## config.mk

```make
export PLATFORM = sky130hd
export DESIGN_NAME = pe_token_sink
export DESIGN_NICKNAME = d
export VERILOG_FILES = /design/src/rtl/pe_token_sink.sv
export SDC_FILE = /design/constraint.sdc
export NUM_CORES = 1
export LEC_CHECK = 0
export BUFFER_PORTS_ARGS = -buffer_cell sky130_fd_sc_hd__buf_2
export CORE_ASPECT_RATIO = 1.5
export CORE_UTILIZATION = 55
export DETAILED_ROUTE_END_ITERATION = 16
export PLACE_DENSITY_LB_ADDON = 0.1
export SETUP_SLACK_MARGIN = 0.3
export SKIP_CTS_REPAIR_TIMING = 1
export SLEW_MARGIN = 5
export SYNTH_ARGS = -nofsm -noshare
export SYNTH_HDL_FRONTEND = slang
export SYNTH_SLANG_ARGS = --single-unit
```

## constraint.sdc

```tcl
create_clock -name clk -period 8.8 [get_ports clk]
set_clock_uncertainty 0.05 [all_clocks]
set_input_delay 0.88 -clock clk [delete_from_list [all_inputs] [get_ports clk]]
set_output_delay 0.88 -clock clk [all_outputs]
set_load 0.02 [all_outputs]
```

## src/rtl/pe_token_sink.sv

```systemverilog
// Receive endpoint for the 36-bit PE token stream: data tokens go into a
// first-word-fall-through FIFO, control tokens are counted and pulsed.
module pe_token_sink #(
  parameter  int DEPTH = 8,
  parameter  int CW    = 16,
  localparam int AW    = $clog2(DEPTH),
  localparam int LW    = AW + 1
) (
  input  logic          clk,
  input  logic          reset,
  input  logic [35:0]   tok_i,
  output logic          ready_o,
  input  logic          rd_en_i,
  output logic [35:0]   rd_data_o,
  output logic          rd_valid_o,
  output logic [LW-1:0] level_o,
  output logic          ctrl_pulse_o,
  output logic [CW-1:0] data_cnt_o,
  output logic [CW-1:0] ctrl_cnt_o,
  output logic          overflow_o
);

  logic [35:0]   mem_q [DEPTH];
  logic [AW-1:0] wr_ptr_q, wr_ptr_d;
  logic [AW-1:0] rd_ptr_q, rd_ptr_d;
  logic [LW-1:0] level_q, level_d;
  logic          ready_q, ready_d;
  logic          pulse_q, pulse_d;
  logic [CW-1:0] data_cnt_q, data_cnt_d;
  logic [CW-1:0] ctrl_cnt_q, ctrl_cnt_d;
  logic          ovf_q, ovf_d;

  logic present, is_data, is_ctrl;
  logic full, empty, push, pop, drop;

  always_comb begin
    present = (tok_i[35:33] != 3'b000);
    is_data = present & ~tok_i[32];
    is_ctrl = present &  tok_i[32];
    full    = (level_q == LW'(DEPTH));
    empty   = (level_q == '0);
    pop     = rd_en_i & ~empty;
    // A push at full is legal only when the same edge frees the head slot.
    push    = is_data & (~full | rd_en_i);
    drop    = is_data & full & ~rd_en_i;
  end

  always_comb begin
    wr_ptr_d   = wr_ptr_q;
    rd_ptr_d   = rd_ptr_q;
    level_d    = level_q;
    data_cnt_d = data_cnt_q;
    ctrl_cnt_d = ctrl_cnt_q;
    ovf_d      = ovf_q;
    pulse_d    = is_ctrl;

    if (push) begin
      wr_ptr_d   = wr_ptr_q + AW'(1);
      data_cnt_d = data_cnt_q + CW'(1);
    end
    if (pop)
      rd_ptr_d = rd_ptr_q + AW'(1);
    level_d = level_q + LW'(push) - LW'(pop);

    if (is_ctrl)
      ctrl_cnt_d = ctrl_cnt_q + CW'(1);
    if (drop)
      ovf_d = 1'b1;

    // Two-slot margin covers the one token a sender may still launch.
    ready_d = (level_d <= LW'(DEPTH - 2));
  end

  always_ff @(posedge clk or negedge reset) begin
    if (!reset) begin
      wr_ptr_q   <= '0;
      rd_ptr_q   <= '0;
      level_q    <= '0;
      ready_q    <= 1'b1;
      pulse_q    <= 1'b0;
      data_cnt_q <= '0;
      ctrl_cnt_q <= '0;
      ovf_q      <= 1'b0;
    end else begin
      wr_ptr_q   <= wr_ptr_d;
      rd_ptr_q   <= rd_ptr_d;
      level_q    <= level_d;
      ready_q    <= ready_d;
      pulse_q    <= pulse_d;
      data_cnt_q <= data_cnt_d;
      ctrl_cnt_q <= ctrl_cnt_d;
      ovf_q      <= ovf_d;
    end
  end

  // Storage needs no reset: an empty FIFO never exposes its contents.
  always_ff @(posedge clk) begin
    if (push)
      mem_q[wr_ptr_q] <= tok_i;
  end

  assign ready_o      = ready_q;
  assign rd_valid_o   = ~empty;
  assign rd_data_o    = empty ? 36'd0 : mem_q[rd_ptr_q];
  assign level_o      = level_q;
  assign ctrl_pulse_o = pulse_q;
  assign data_cnt_o   = data_cnt_q;
  assign ctrl_cnt_o   = ctrl_cnt_q;
  assign overflow_o   = ovf_q;

endmodule
```

==> results of run 1 <==
[power by group]
group,leakage [nW],switching [mW],total [mW],internal [mW]
Sequential,3.18,0.233,2.19,1.96
Combinational,1.71,0.859,1.54,0.679
Clock,0.465,0.539,1.27,0.729
[through the flow]
stage,util,area [sq um],setup WS [ns],std cells
global placement,0.609,14100,5.08,1058
detailed placement,0.609,14100,5.07,1058
floorplan,-,13100,3.40,638
global route,0.650,15000,4.27,1111
CTS,0.650,15000,4.39,1111
finish,0.650,15000,4.53,1111
[final cells by class]
type                            instances  area [sq um]  share of cell area
Inverter                               10          40.0             0.00266
Clock buffer                           38           802              0.0533
Tap cell                              315           394              0.0262
Clock inverter                         15           150             0.00998
Multi-Input combinational cell        270          3180               0.211
Timing Repair Buffer                  130           691              0.0459
Sequential cell                       333          9780               0.651
[cells by family (layout without fill, tap and decap cells)]
logic type / after synthesis / in the layout / share of synthesized area
and+or+nand+nor: 107 / 107 / 0.0458
buffers and inverters: 35 / 193 / 0.0128
muxes: 110 / 110 / 0.153
adders and majority gates: 11 / 11 / 0.0111
AOI/OAI and AO/OA: 6 / 6 / 0.00488
DFF: 333 / 333 / 0.748
xor gates and xnor gates: 36 / 36 / 0.0241
[cell usage in the layout, fill, tap and decap left out, types with 2 or more instances in the layout]
| cell type | synthesis | final |
|---|---|---|
| a21o_1 | 2 | 2 |
| and3_1 | 3 | 3 |
| buf_2 | 6 | 114 |
| buf_4 | 7 | 16 |
| bufinv_16 | 0 | 3 |
| clkbuf_1 | 12 | 7 |
| clkbuf_16 | 0 | 31 |
| clkinv_1 | 0 | 5 |
| clkinv_2 | 0 | 5 |
| dfrtp_1 | 44 | 41 |
| dfrtp_4 | 0 | 2 |
| edfxtp_1 | 288 | 288 |
| ha_1 | 10 | 10 |
| inv_1 | 9 | 9 |
| mux2_2 | 2 | 2 |
| mux2i_1 | 36 | 36 |
| mux4_2 | 72 | 72 |
| nand2_1 | 23 | 23 |
| nand3_1 | 7 | 7 |
| nand4_1 | 10 | 10 |
| nand4b_1 | 2 | 2 |
| nor2_1 | 41 | 40 |
| nor3_1 | 5 | 2 |
| nor3_2 | 3 | 6 |
| nor3b_2 | 0 | 3 |
| nor4_4 | 3 | 3 |
| nor4b_4 | 1 | 2 |
| xnor2_1 | 28 | 28 |
| xor2_1 | 8 | 8 |
[routing by layer]
metal / GRT usage / part of all wire
met1: 0.280 / 0.39
met2: 0.386 / 0.53
met3: 0.0278 / 0.049
met4: 0.0570 / 0.021
met5: 0 / 0.00055
[state kept, by name (all words and copies together) (netlist names)]
register and cells:
ctrl_pulse_o 1, mem_q 288, level_o 4, overflow_o 1, ready_o 1, data_cnt_o 16
ctrl_cnt_o 16, wr_ptr_q 3, rd_ptr_q 3
[path summary, 6_finish.rpt]
check / endpoint / slack (ns) / cells after the start
max: rd_data_o[31] / 4.53 / 5
min: overflow_o$_DFFE_PN0P_ / 0.40 / 1
max reg2reg: ready_o$_DFF_PN1_ / 5.82 / 12
min reg2reg: overflow_o$_DFFE_PN0P_ / 0.40 / 1
max in group asynchronous: rd_ptr_q[0]$_DFFE_PN0P_ / 7.47 / 1
min in group asynchronous: ctrl_cnt_o[11]$_DFFE_PN0P_ / 0.46 / 1
[worst max-delay path: cells and delay by family, from the launching register on]
kind | cells | cell delay (ns)
mux | 2 | 0.77
simple gates | 1 | 0.12
flops | 1 | 0.71
buf+inv | 2 | 1.16
==> results.cfg, run 1 <==
[run_status]
status = finished, final reports clean

[sta]
tightest_slew_ns = 1.13
rsz0062_at_grt = no
drv_slew = 0
fmax_mhz = 234
final-hold-violation-count = 0
setup_viol = 0
hold-worst-slack_ns = 0.400
fin_setup_tns_ns = 0
slew_headroom = 0.247
fin_crit_ns = 4.27
min_period_over_period = 0.485

[pwr]
p_leak_nw = 5.36
total_power_mw = 5.00
power_density_mw_per_mm2 = 332
ir_drop_v = 0.000210

[job]
drv_cap = 0

[yosys]
post_synth_most_frequent_cells = edfxtp_1, mux4_2, dfrtp_1
synthCells = 638
synth_area_leader_cell = edfxtp_1
synthTopCellsByArea = edfxtp_1, mux4_2, dfrtp_1
yosysMostFrequentCell = edfxtp_1
synth_fp_nets = 688
ys.warnings.count = 0
synth-seq-cells = 333
avgSynthCellArea_sq_um = 20.5
synth-edff-count = 288
synthArstFlopShare = 0.135
synth.distinct_cells = 37
syn_area_sq_mm = 0.0131
synth_ff_type = edfxtp_1
synth_top_area_share = 0.662
ys_seq_area_frac = 0.748

[placed_design]
port_buffers = 114
gp_congestion = 0.697
place_hpwl_mm = 14.4

[drt]
drt-pass1-iter-count = 4
drc = 0
antenna_left = 0
post_drt_via_cell_ratio = 5.74
dr.first_iter.drc_count = 403
route.vias.total = 6374
routedWlPerCell_um = 22.7
postRouteWirelength_mm = 25.3

[hold_path]
min_from = overflow_o$_DFFE_PN0P_
min_path_type = reg2reg

[worst_setup_path]
crit_start = rd_ptr_q[0]$_DFFE_PN0P_
endpoint_kind = output pin
startpoint_type = flip-flop
max_stage_delay_ns = 0.94
path_cells = buf_4 -> mux4_2 -> mux2i_1 -> nor2_1 -> buf_2
crit_fanout = 54
regToRegStartpoint = level_o[2]$_DFF_PN0_
crit_path_top_delay_cell = buf_4
path_class = reg2out
cp.arrival_ns = 3.34
critPathRequiredTime_ns = 7.87

[cts]
clock_latency_ns = 0.54
cts-root-buf = clkbuf_16
clockBufferDepth = 3
cts_made_buffers = 30
clock_sinks = 333
cts_tree = done
clkTransAtPathRegs_ns = 0.06
htreeDepth = 1

[floorplanning]
rows = 68
pin_count = 115
die_width_um = 128
start_util = 0.565
die-area_sq_mm = 0.0244
die_h_um = 191
core-area_sq_mm = 0.0231

[global_routing]
grt.total_usage = 0.216
grt_pass1_vias = 6839
overflow = 0
grt_pass1_wl_mm = 39.1
antenna_found_initial = 1
grt_max_degree = 75

[cells_and_area]
fillCellCount = 1637
drive_gt1_frac = 0.338
syn_to_final_growth_pct = 15.1
n_antenna_cell = 0
nets = 825
Note: power is estimated with default switching activity, not from simulation.
==> run 2, diff against run 1 <==
Settings changed: ABC_AREA set to 1, CORE_UTILIZATION 55 to 54.
Clock period 8.8 ns to 3.42 ns, I/O delays scaled along.
==> results.cfg, run 2 <==
[run_status]
status = finished, final reports clean

[cts]
clockBufferDepth = 3
cts-root-buf = clkbuf_16
cts_tree = done
clkTransAtPathRegs_ns = 0.07
cts_made_buffers = 30
clock_latency_ns = 0.54
clock_sinks = 333
htreeDepth = 1

[yosys]
synth.distinct_cells = 27
synth-edff-count = 288
ys.warnings.count = 0
yosysMostFrequentCell = nor2_1
synth_area_leader_cell = edfxtp_1
synthTopCellsByArea = edfxtp_1, nor2_1, dfrtp_1
syn_area_sq_mm = 0.0140
synth_ff_type = edfxtp_1
avgSynthCellArea_sq_um = 10.8
synth-seq-cells = 333
synthCells = 1299
synthArstFlopShare = 0.135
post_synth_most_frequent_cells = nor2_1, edfxtp_1, nand2_1
ys_seq_area_frac = 0.700
synth_fp_nets = 1349
synth_top_area_share = 0.619

[pwr]
swShare = 0.381
combPwrFrac = 0.377
power_density_mw_per_mm2 = 862
internal-power_mw = 8.50
p_clk_frac = 0.238
ir_drop_v = 0.000505
netSwitchingPower_mw = 5.24
p_leak_nw = 6.23
pwr-share-seq = 0.385
total_power_mw = 13.7

[hold_path]
min_path_type = in2reg

[global_routing]
grt_pass1_vias = 9293
grt_max_degree = 99
antenna_found_initial = 3
overflow = 0
grt_pass1_wl_mm = 47.0
grt.total_usage = 0.229

[sta]
min_period_over_period = 0.838
slew_headroom = 0.355
drv_slew = 0
fin_crit_ns = 2.87
rsz0062_at_grt = no
tightest_slew_ns = 0.967
setup_viol = 0
final-hold-violation-count = 0
fmax_mhz = 349

[drt]
route.vias.total = 9394
routedWlPerCell_um = 16.9
dr.first_iter.drc_count = 642
post_drt_via_cell_ratio = 5.33
postRouteWirelength_mm = 29.8
drt-pass1-iter-count = 5
drc = 0
antenna_left = 0

[worst_setup_path]
crit_start = level_o[2]$_DFF_PN0_
path_class = reg2out
cp-endpoint = rd_data_o[30]
r2r_end = mem_q[2][22]$_DFFE_PP_
cp.arrival_ns = 2.47
reg2reg_depth = 10
crit_fanout = 29
rrSetupSlack_ns = 0.91
startpoint_type = flip-flop
critPathRequiredTime_ns = 3.03
regToRegStartpoint = level_o[2]$_DFF_PN0_
endpoint_kind = output pin

[cells_and_area]
final_common_cell = nor2_1
fin_util = 0.632
nets = 1459
fillCellCount = 2000
drive_gt1_frac = 0.135
seqCellArea_sq_mm = 0.00978
mostFrequentLayoutCells = nor2_1, edfxtp_1, nand2_1
multi_input_area_sq_mm = 0.00375
largest_register = mem_q
syn_to_final_growth_pct = 14.1
largest_reg_flops = 288

[placed_design]
port_buffers = 114
gp_congestion = 0.772
place_hpwl_mm = 16.4

[floorplanning]
die_width_um = 133
start_util = 0.554
core-area_sq_mm = 0.0252
die_h_um = 199
rows = 71
pin_count = 115
die-area_sq_mm = 0.0265

[job]
drv_cap = 0
-- run 2: area by class of cell --
class	count	share of cell area
clock buffers	39	0.0505
clock inverters	16	0.00957
well taps	328	0.0257
inverters	54	0.0128
diodes	1	0.000157
repair buffers	138	0.0532
flip-flops and latches	333	0.613
multi-input cells	852	0.235
-- run 2: cells by family after synthesis --
kind of cell               after synthesis  share of synthesized area
DFF                                    333                      0.700
AOI/OAI and AO/OA                      160                     0.0575
and+or+nand+nor                        667                      0.187
adders and majority gates               11                     0.0104
xor gates and xnor gates                14                    0.00877
buffers and inverters                  114                     0.0369
-- run 2: routing by layer --
metal	up-vias	GRT usage	wire length (um)
li1	4587	-	-
met1	4493	0.275	12100
met2	252	0.414	15400
met3	60	0.0341	1370
met4	2	0.0918	855
met5	-	0	13
-- run 2: critical path, stage by stage, from the launching register on --
cell and delay [ns]:
dfrtp_1 0.34, inv_1 0.08, ha_1 0.23, nand2_2 0.63, buf_4 0.31, nand2_1 0.07, nor2_1 0.09, buf_2 0.17
-- run 2: worst min path at each step --
stage | endpoint | from | slack [ns] | cells after the start
2_1_floorplan | ctrl_cnt_o[0]$_DFFE_PN0P_ | reset | -0.004 | 0
3_3_place_gp | data_cnt_o[14]$_DFFE_PN0P_ | reset | 0.31 | 1
3_5_place_dp | data_cnt_o[14]$_DFFE_PN0P_ | reset | 0.32 | 1
4_1_cts | data_cnt_o[9]$_DFFE_PN0P_ | reset | -0.27 | 1
5_1_grt | mem_q[0][23]$_DFFE_PP_ | tok_i[23] | 0.0004 | 1
6_report | mem_q[7][22]$_DFFE_PP_ | tok_i[22] | 0.01 | 1
-- run 2: power groups by stage --
stage | Clock, mW | Sequential [mW] | Combinational [mW]
5_1_grt | 3.47 | 5.35 | 5.78
3_3_place_gp | 0 | 5.39 | 5.08
6_report | 3.28 | 5.29 | 5.18
2_1_floorplan | 0 | 5.39 | 3.57
4_1_cts | 3.33 | 5.32 | 5.17
3_5_place_dp | 0 | 5.40 | 5.16
-- run 2: per-stage QoR --
stage	instances	worst slack (ns)	hold slack, ns	TNS, ns	area (sq um)
global route	1761	0.384	0.000383	0	16000
detailed placement	1703	0.910	0.318	0	15000
CTS	1758	0.405	-0.273	0	15900
global placement	1703	0.956	0.311	0	15000
floorplan	1299	-0.0137	-0.00359	-1.97	14000
finish	1761	0.554	0.0128	0	16000
==> run 3, diff against run 2 <==
Clock period 3.42 ns to 2.5 ns, I/O delays scaled along.
==> results.cfg, run 3 (synthesis gave the netlist of run 2 again) <==
[cells_and_area]
n_antenna_cell = 0
largest_register = mem_q
drive_gt1_frac = 0.209
seqCellArea_sq_mm = 0.00978
fillCellCount = 1852
mostFrequentLayoutCells = nor2_1, edfxtp_1, nand2_1
multi_input_area_sq_mm = 0.00401
final_common_cell = nor2_1
largest_reg_flops = 288
syn_to_final_growth_pct = 25.6
nets = 1542
final_cells = 1844

[floorplanning]
start_util = 0.554
core-area_sq_mm = 0.0252
die_width_um = 133
die_h_um = 199
rows = 71
die-area_sq_mm = 0.0265
pin_count = 115

[drt]
dr.first_iter.drc_count = 661
drt-pass1-iter-count = 5
antenna_left = 0
route.vias.total = 9898
postRouteWirelength_mm = 34.1
routedWlPerCell_um = 18.5
post_drt_via_cell_ratio = 5.37
drc = 0

[sta]
slew_headroom = 0.514
setup_viol = 0
tightest_slew_ns = 0.729
min_period_over_period = 0.975
fmax_mhz = 410
fin_setup_tns_ns = 0
drv_slew = 0
final-hold-violation-count = 0
fin_crit_ns = 2.44
rsz0062_at_grt = yes

[pwr]
power_density_mw_per_mm2 = 1210
p_clk_frac = 0.221
ir_drop_v = 0.00103
swShare = 0.377
pwr-share-seq = 0.341
internal-power_mw = 13.2
p_leak_nw = 6.85
combPwrFrac = 0.438
netSwitchingPower_mw = 8.00

[hold_path]
min_from = tok_i[32]
min_path_cells = 1
min_path_type = in2reg

[worst_setup_path]
startpoint_type = flip-flop
crit_fanout = 10
critPathRequiredTime_ns = 2.20
crit_start = rd_ptr_q[0]$_DFFE_PN0P_
regToRegStartpoint = level_o[2]$_DFF_PN0_
cp.arrival_ns = 2.14
reg2reg_depth = 15
path_class = reg2out
endpoint_kind = output pin

[global_routing]
grt.total_usage = 0.224
grt_max_degree = 79
antenna_found_initial = 0
grt_pass1_vias = 9369
grt_pass1_wl_mm = 46.3
overflow = 0

[cts]
cts_made_buffers = 31
clock_latency_ns = 0.55
clkTransAtPathRegs_ns = 0.06
cts_tree = done
htreeDepth = 1
clockBufferDepth = 3
clock_sinks = 333
cts-root-buf = clkbuf_16

[placed_design]
place_hpwl_mm = 16.9
dp.cells = 1712
port_buffers = 114
gp_congestion = 0.797

[job]
drv_cap = 0

[run_status]
status = finished, final reports clean
run 3: stage by stage:
stage / area (sq um) / util / hold slack [ns] / setup WS, ns / power [mW]
after floorplan: 14100 / - / -0.0956 / 0.189 / 12.3
after global placement: 15100 / 0.599 / 0.304 / 0.324 / 14.5
after detailed placement: 15100 / 0.599 / 0.303 / 0.232 / 14.6
after CTS: 16100 / 0.639 / -0.277 / -0.162 / 19.3
after global routing: 17500 / 0.696 / 0.0223 / -0.0397 / 22.3
final: 17500 / 0.696 / 0.0262 / 0.0619 / 21.2
run 3: area by class of cell:
| type | instances | share of cell area |
|---|---|---|
| multi-input combinational | 852 | 0.229 |
| inverter | 54 | 0.0121 |
| timing repair buffer | 220 | 0.120 |
| tap | 328 | 0.0234 |
| clock inverter | 15 | 0.00970 |
| sequential | 333 | 0.558 |
| clock buffer | 42 | 0.0483 |
run 3: power by group through the flow:
stage                     clock [mW]  sequential [mW]  combinational, mW
final                           4.68             7.23               9.28
after global routing            4.95             7.30               10.1
after CTS                       4.74             7.22               7.30
after detailed placement           0             7.33               7.27
after global placement             0             7.31               7.15
after floorplan                    0             7.37               4.96
run 3: path summary, 6_finish.rpt:
kind | slack, ns | endpoint
min reg2reg | 0.45 | overflow_o$_DFFE_PN0P_
max | 0.06 | rd_data_o[1]
min | 0.03 | mem_q[7][32]$_DFFE_PP_
min in group asynchronous | 0.24 | wr_ptr_q[0]$_DFFE_PN0P_
max reg2reg | 0.25 | ready_o$_DFF_PN1_
max in group asynchronous | 1.56 | ctrl_pulse_o$_DFF_PN0_
run 3: layer usage:
| layer | global-route usage | share of wire | up-vias |
|---|---|---|---|
| li1 | - | - | 4763 |
| met1 | 0.265 | 0.37 | 4770 |
| met2 | 0.412 | 0.54 | 297 |
| met3 | 0.0319 | 0.054 | 68 |
| met4 | 0.0800 | 0.031 | 0 |
| met5 | 0 | 0 | - |
run 3: worst max-delay path, cell delays in order (launching register included):
cell and delay [ns]:
dfrtp_4 0.53, buf_8 0.18, clkbuf_16 0.18, nor2_1 0.05
nor2_1 0.09, o21ai_0 0.10, nand3_1 0.10, nand2_1 0.08
nor2_1 0.13, buf_4 0.16
